File: src/rtl/slice_pack_sequencer.sv
// -----------------------------------------------------------------------------
// slice_pack_sequencer
//
// Purpose:
//   Assembles a WORD_W-bit word from a stream of FIELD_W-bit fields, each
//   written at a runtime bit offset into an accumulator pre-filled with FILL.
//   When the field flagged last is accepted, the assembled word, the number
//   of fields written and an overlap flag are latched and offered on a
//   valid/ready output. The block accepts no new fields until that word is
//   taken.
//
// Ports:
//   CLK          in   1        clock, rising edge
//   ASYNCRESET   in   1        asynchronous active-high reset
//   in_valid     in   1        field offered
//   in_ready     out  1        field accepted this cycle (ACCUM state)
//   in_field     in   FIELD_W  field data
//   in_off       in   OFF_W    LSB position of the field in the word
//   in_last      in   1        field closes the current word
//   out_valid    out  1        assembled word available (EMIT state)
//   out_ready    in   1        sink accepts word
//   out_word     out  WORD_W   assembled word
//   out_count    out  CNT_W    fields written (saturating)
//   out_overlap  out  1        a written bit was overwritten by a later field
// -----------------------------------------------------------------------------
module slice_pack_sequencer #(
  parameter int WORD_W  = 12,
  parameter int FIELD_W = 6,
  parameter int OFF_W   = 2,
  parameter int CNT_W   = 4,
  parameter bit FILL    = 1'b1
) (
  input  logic               CLK,
  input  logic               ASYNCRESET,
  input  logic               in_valid,
  output logic               in_ready,
  input  logic [FIELD_W-1:0] in_field,
  input  logic [OFF_W-1:0]   in_off,
  input  logic               in_last,
  output logic               out_valid,
  input  logic               out_ready,
  output logic [WORD_W-1:0]  out_word,
  output logic [CNT_W-1:0]   out_count,
  output logic               out_overlap
);

  // Every offset must leave the whole field inside the word.
  generate
    if (((1 << OFF_W) - 1) + FIELD_W > WORD_W) begin : g_illegal
      $error("slice_pack_sequencer: max offset + FIELD_W exceeds WORD_W");
    end
  endgenerate

  localparam logic [WORD_W-1:0] FILL_WORD = {WORD_W{FILL}};
  localparam logic [CNT_W-1:0]  CNT_MAX   = {CNT_W{1'b1}};

  typedef enum logic [0:0] {ACCUM, EMIT} state_t;

  state_t              state_q, state_d;
  logic [WORD_W-1:0]   acc_q, acc_d;
  logic [WORD_W-1:0]   mask_q, mask_d;
  logic [CNT_W-1:0]    count_q, count_d;
  logic                ovl_q, ovl_d;
  logic [WORD_W-1:0]   out_word_q, out_word_d;
  logic [CNT_W-1:0]    out_count_q, out_count_d;
  logic                out_ovl_q, out_ovl_d;

  logic [WORD_W-1:0]   field_mask;
  logic [WORD_W-1:0]   field_data;
  logic [WORD_W-1:0]   acc_merge;
  logic [CNT_W-1:0]    count_inc;
  logic                accept;

  // Field footprint and data, zero-extended to word width before shifting.
  assign field_mask = WORD_W'({FIELD_W{1'b1}}) << in_off;
  assign field_data = WORD_W'(in_field) << in_off;

  // Bits inside the footprint take the new field; the rest keep their value.
  genvar gi;
  generate
    for (gi = 0; gi < WORD_W; gi++) begin : g_merge
      assign acc_merge[gi] = field_mask[gi] ? field_data[gi] : acc_q[gi];
    end
  endgenerate

  assign count_inc = (count_q == CNT_MAX) ? CNT_MAX : count_q + 1'b1;

  // in_ready is forced low for as long as reset is held, not just after it.
  assign in_ready  = (state_q == ACCUM) && !ASYNCRESET;
  assign out_valid = (state_q == EMIT);
  assign accept    = in_valid && in_ready;

  assign out_word    = out_word_q;
  assign out_count   = out_count_q;
  assign out_overlap = out_ovl_q;

  always_comb begin
    state_d     = state_q;
    acc_d       = acc_q;
    mask_d      = mask_q;
    count_d     = count_q;
    ovl_d       = ovl_q;
    out_word_d  = out_word_q;
    out_count_d = out_count_q;
    out_ovl_d   = out_ovl_q;

    case (state_q)
      ACCUM: begin
        if (accept) begin
          acc_d   = acc_merge;
          mask_d  = mask_q | field_mask;
          count_d = count_inc;
          ovl_d   = ovl_q | (|(mask_q & field_mask));
          if (in_last) begin
            // Latch the post-update values so the emitted word includes
            // the closing field.
            state_d     = EMIT;
            out_word_d  = acc_merge;
            out_count_d = count_inc;
            out_ovl_d   = ovl_q | (|(mask_q & field_mask));
          end
        end
      end
      EMIT: begin
        if (out_ready) begin
          state_d = ACCUM;
          acc_d   = FILL_WORD;
          mask_d  = '0;
          count_d = '0;
          ovl_d   = 1'b0;
        end
      end
      default: state_d = ACCUM;
    endcase
  end

  always_ff @(posedge CLK or posedge ASYNCRESET) begin
    if (ASYNCRESET) begin
      state_q     <= ACCUM;
      acc_q       <= FILL_WORD;
      mask_q      <= '0;
      count_q     <= '0;
      ovl_q       <= 1'b0;
      out_word_q  <= FILL_WORD;
      out_count_q <= '0;
      out_ovl_q   <= 1'b0;
    end else begin
      state_q     <= state_d;
      acc_q       <= acc_d;
      mask_q      <= mask_d;
      count_q     <= count_d;
      ovl_q       <= ovl_d;
      out_word_q  <= out_word_d;
      out_count_q <= out_count_d;
      out_ovl_q   <= out_ovl_d;
    end
  end

endmodule

File: config.mk
export PLATFORM = sky130hd
export DESIGN_NAME = slice_pack_sequencer
export DESIGN_NICKNAME = d
export VERILOG_FILES = /design/src/rtl/slice_pack_sequencer.sv
export SDC_FILE = /design/constraint.sdc
export NUM_CORES = 1
export LEC_CHECK = 0
export CAP_MARGIN = 20
export CORE_MARGIN = 4
export CORE_UTILIZATION = 51
export CTS_CLUSTER_SIZE = 14
export DETAILED_ROUTE_END_ITERATION = 7
export PLACE_DENSITY = 0.79
export SKIP_LAST_GASP = 1
export SLEW_MARGIN = 20
export SYNTH_ARGS = -nofsm -noshare
export SYNTH_HDL_FRONTEND = slang
export SYNTH_SLANG_ARGS = --single-unit
File: constraint.sdc
create_clock -name CLK -period 1.5 [get_ports CLK]
set_input_delay 0.3 -clock CLK [delete_from_list [all_inputs] [get_ports CLK]]
set_output_delay 0.3 -clock CLK [all_outputs]
set_load 0.02 [all_outputs]
# Yosys cells after proc, flatten, opt, wreduce, memory -nomap -nowiden
# Index checks and enable logic that the tools add are counted.
op_classes:
  n_eq_ne: 3
  shift: 2
  reduce_logical: 6
  div_mod_pow: 0
  bitwise: 4
  n_addsub: 1
  magnitude_cmp: 0
  n_mul: 0
  muxes: 29
op_table:
  columns: ["operator", "n"]
  rows:
  - ["two-way mux 12 bit", 4]
  - ["case mux 12 bit (2 select lines)", 2]
  - ["two-way mux 1 bit", 17]
  - ["AND 12 bit", 1]
  - ["two-way mux 4 bit", 3]
  - ["OR 12 bit", 1]
  - ["OR reduction 12 bit", 1]
  - ["<< shifter 6 x 2 -> 12 bit", 1]
  - ["<< shifter 6 x 2 -> 12 bit, first input constant", 1]
  - ["case mux 4 bit (2 select lines)", 1]
  - ["adder 4 x 1 -> 4 bit, second input constant", 1]
  - ["equality test 4 bit, second input constant", 1]
  - ["!= test 2 bit, second input constant", 2]
  - ["case mux 1 bit (2 select lines)", 2]
  - ["AND reduction 3 bit", 1]
  - ["logical AND 1 bit", 2]
  - ["AND reduction 2 bit", 1]
  - ["zero test 1 bit", 1]
  - ["NOT 1 bit", 1]
  - ["OR 1 bit", 1]
totals:
  wordCells: 53
  output_inout_bits: 19
  ram_bits: 0
  romBits: 0
  latchBits: 0
  mem_count: 0
  reg_bits: 47
  inputBits: 13

# Longest topological paths before layout
depth:
  depth_word: 6
  depth_mapped: 5

# Worst setup path after synthesis
# No wires, ideal clock.
synth_path:
  path_type: "reg2reg"
  startpoint: "register state_q, in the netlist out_valid"
  endpoint: "register acc_q[8]"
  path_stages_with_launch: 4
  synth_period_minus_slack_ns: 1.440
  n_path_buf: 1
  setup_time_ns: 0.084
  arrival_time_ns: 1.356
  setup_slack_ns: 0.060
  path_cell_list: "dfrtp_1 > or3b_1 > buf_6 > o32a_1"
synth_between:
  elab_chain_len: 5
synth_rtl:
  columns: ["element", "line", "text"]
  rows:
  - ["start, declared", "59", "state_t state_q, state_d;"]
  - ["start signal, assigned", "148", "state_q <= state_d;"]
  - ["NOT 1 bit (no line)", null, null]
  - ["logical AND 1 bit", "89", "assign in_ready = (state_q == ACCUM) && !ASYNCRESET;"]
  - ["logical AND 1 bit", "91", "assign accept = in_valid && in_ready;"]
  - ["!= test 2 bit (no line)", null, null]
  - ["AND reduction 2 bit (no line)", null, null]
  - ["end signal, assigned", "140", "acc_q <= FILL_WORD;"]
  - ["end signal, assigned", "149", "acc_q <= acc_d;"]
  - ["end, declared", "60", "logic [WORD_W-1:0] acc_q, acc_d;"]
# Parallel ways exist; a longest one is shown, timed or not.
# A chain may end at the register's enable or synchronous reset.

==> impl_metrics.tcl <==
set metrics [dict create \
    syn_nets 169 \
    reg2reg_from "out_valid$_DFF_PP0_" \
    synth_ff_type "dfrtp_1" \
    critPathKind "flop to output port" \
    cp.buffers_inverters 1 \
    antenna_found_initial 0 \
    p_sw_share_pct 30.2 \
    io_buffers 31 \
    crit_start "out_word[10]$_DFFE_PP1P_" \
    globalplace.congestion 0.786 \
    track_usage_pct 19.3 \
    yosysMostFrequentCell "o21ai_0" \
    clk_pin_slew_worst_paths_ns 0.11 \
    dieWidth_um 65.5 \
    status "completed" \
    synth_area_um2 1680 \
    design_area_um2 2220 \
    worst-r2r-cell-count 4 \
    dp_hpwl_mm 2.68 \
    grt_pass1_vias 1415 \
    cp-start-kind "flop" \
    syn_inst 155 \
    powerDensity_nw_per_um2 1370 \
    fmax_mhz 692 \
    period_needed_ns 1.45 \
    final_util_pct 71.5 \
    ys.warnings.count 0 \
    p_leak_nw 0.999 \
    synthTopCellsByCount "22 x o21ai_0, 18 x dfrtp_1, 17 x dfstp_2, 16 x nand2_1, 14 x mux2i_1" \
    finalNetCount 219 \
    clk_latency_ns 0.34 \
    cts_sinks 35 \
    drt_first_pass_iters 4 \
    cp.depth 1 \
    vias 1354 \
    finalSetupViolations 0 \
    ys_seq_area_share_pct 53.3 \
    synth_area_leader_cell "dfrtp_1" \
    net-switching-power_mw 0.917 \
    power_frac_seq_pct 45.5 \
    core_area_um2 3100 \
    ant_nets 0 \
    timing.rr.end "acc_q[0]$_DFFE_PP1P_" \
    place_area_um2 2150 \
    dieArea_um2 4290 \
    hold_buffers 0 \
    timing.final.hold_violations 0 \
    dp.cells 242 \
    avgSynthCellArea_um2 10.9 \
    drv_cap 0 \
    ir_drop_v 0.000725 \
    cts_buffer_depth 2 \
    critical_path_peak_fanout 4 \
    root_buffer "clkbuf_4" \
    pin_count 32 \
    worst_setup_path_end_kind "output port" \
    cp_cell_sequence "clkdlybuf4s15_2" \
    period_share_pct 96.4 \
    drt-initial-drc-count 49 \
    grt.overflow.total 0 \
    cts_made_buffers 5 \
    final_layout_size_suffix_gt1_share_pct 35.9 \
    required_ns 1.20 \
    hp-class "flop to flop" \
    clkPwrFrac_pct 27.7 \
    rows 20 \
    slew_viol_final 0 \
    setup_tns_ns 0 \
    internal_power_mw 2.12 \
    setup_ws_ns 0.0545 \
    cts_tree "built" \
    drc 0 \
    reg2reg_slack_ns 0.10 \
    wire_per_inst_um 14.7 \
    synth_edf_count 0 \
    synth_top_area_share_pct 26.7 \
    fin_skew_ns 0.0103 \
    dpl_worst_slack_ns -0.286 \
    diodes 0 \
    grt_pass1_wl_mm 6.33 \
    routed_wl_mm 3.67 \
    initial_core_util_pct 54.3 \
    p_comb_share_pct 26.7 \
    grt_start_max_net_pins 36 \
    yosys.cell_types.count 31 \
    fillers 269 \
    crit_arrival_ns 1.15 \
    max_slew_margin_pct 83.9 \
    crit_end "out_word[11]" \
    syn_to_final_growth_pct 31.6 \
    finalPower_mw 3.04 \
    htreeDepth 2 \
    synth_seq_cells 35 \
    netlist_top_cells_area "dfrtp_1 27%, dfstp_2 27%, mux2i_1 8.3%" \
    fp.dieH_um 65.5 \
    critPathSlowestCell "dfstp_2" \
    vias_per_cell 5.42 \
    stdcell_count 250 \
    crit_path_max_incr_delay_ns 0.56 \
    fin_hold_ws_ns 0.484 \
    crit_family "flip-flops" \
    synthArstFlopShare_pct 100 \
    worst_slew_pin_slew_ns 0.235 \
    rsz0062_at_grt "no" \
]
-- layer usage --
metal  part of all wire, %  vias to the layer above  global-route usage (%)  routed length [µm]
met4                   1.7                        0                    5.96                  61
met1                    43                      661                    21.8                1580
met2                    51                       39                    34.8                1860
met3                   4.8                       10                    5.81                 177
li1                      -                      644                       -                   -
met5                     0                        -                       0                   0
-- worst min-delay path by stage --
stage	from	endpoint	cells past startpoint
finish	out_word[5]$_DFFE_PP1P_	out_word[5]$_DFFE_PP1P_	2
global route	out_word[7]$_DFFE_PP1P_	out_word[7]$_DFFE_PP1P_	2
CTS	out_word[5]$_DFFE_PP1P_	out_word[5]$_DFFE_PP1P_	2
detailed placement	out_count[1]$_DFFE_PP0P_	out_count[1]$_DFFE_PP0P_	2
global placement	out_count[3]$_DFFE_PP0P_	out_count[3]$_DFFE_PP0P_	2
floorplan	out_ready	out_valid$_DFF_PP0_	1
-- cells by family after synthesis --
family	count (synthesis)	synth area share (%)
mux	23	15.0
compound gates	40	13.0
buf+inv	14	5.72
simple gates	42	12.3
fa+ha+maj	1	0.743
flops	35	53.3
-- registers in the layout, summed over array words and instances, names as in the netlist --
| register | cells |
|---|---|
| ovl_q | 1 |
| out_overlap | 1 |
| acc_q | 7 |
| count_q | 4 |
| out_count | 4 |
| out_valid | 1 |
| mask_q | 7 |
| out_word | 10 |
-- power groups by stage --
stage | Combinational (mW) | Sequential (mW) | Clock, mW
after floorplan | 0.371 | 1.51 | 0
after global placement | 0.871 | 1.38 | 0
after detailed placement | 0.901 | 1.40 | 0
after CTS | 0.841 | 1.38 | 0.850
after global routing | 0.897 | 1.41 | 0.911
final | 0.812 | 1.38 | 0.843
-- layout make-up --
class	count	area (µm²)	area share, %
clock buffer	6	41.3	1.86
clock inverter	2	60.1	2.71
inverter	3	11.3	0.508
multi-input combinational	106	709	32.0
sequential	35	898	40.5
tap	44	55.1	2.48
timing repair buffer	54	442	19.9
-- placed cells by master (no fill, tap or decap), types with 3 or more instances in the layout --
| master | instances |
|---|---|
| nand3_1 | 4 |
| clkdlybuf4s50_1 | 12 |
| mux2i_1 | 14 |
| clkdlybuf4s15_2 | 3 |
| nand2_1 | 16 |
| dfrtp_1 | 17 |
| clkbuf_4 | 5 |
| buf_4 | 22 |
| o21ai_0 | 21 |
| a31oi_1 | 4 |
| dlygate4sd2_1 | 6 |
| inv_1 | 3 |
| mux2_2 | 8 |
| a21oi_1 | 6 |
| o21ai_1 | 5 |
| dfstp_2 | 17 |
| nor2_1 | 11 |
| clkbuf_2 | 8 |
-- repair_timing --
action	CTS	global route
gates resized for setup	36	15
endpoints found under the setup margin	19	20
buffers inserted	0	0
Note: power is estimated with default switching activity, not from simulation.
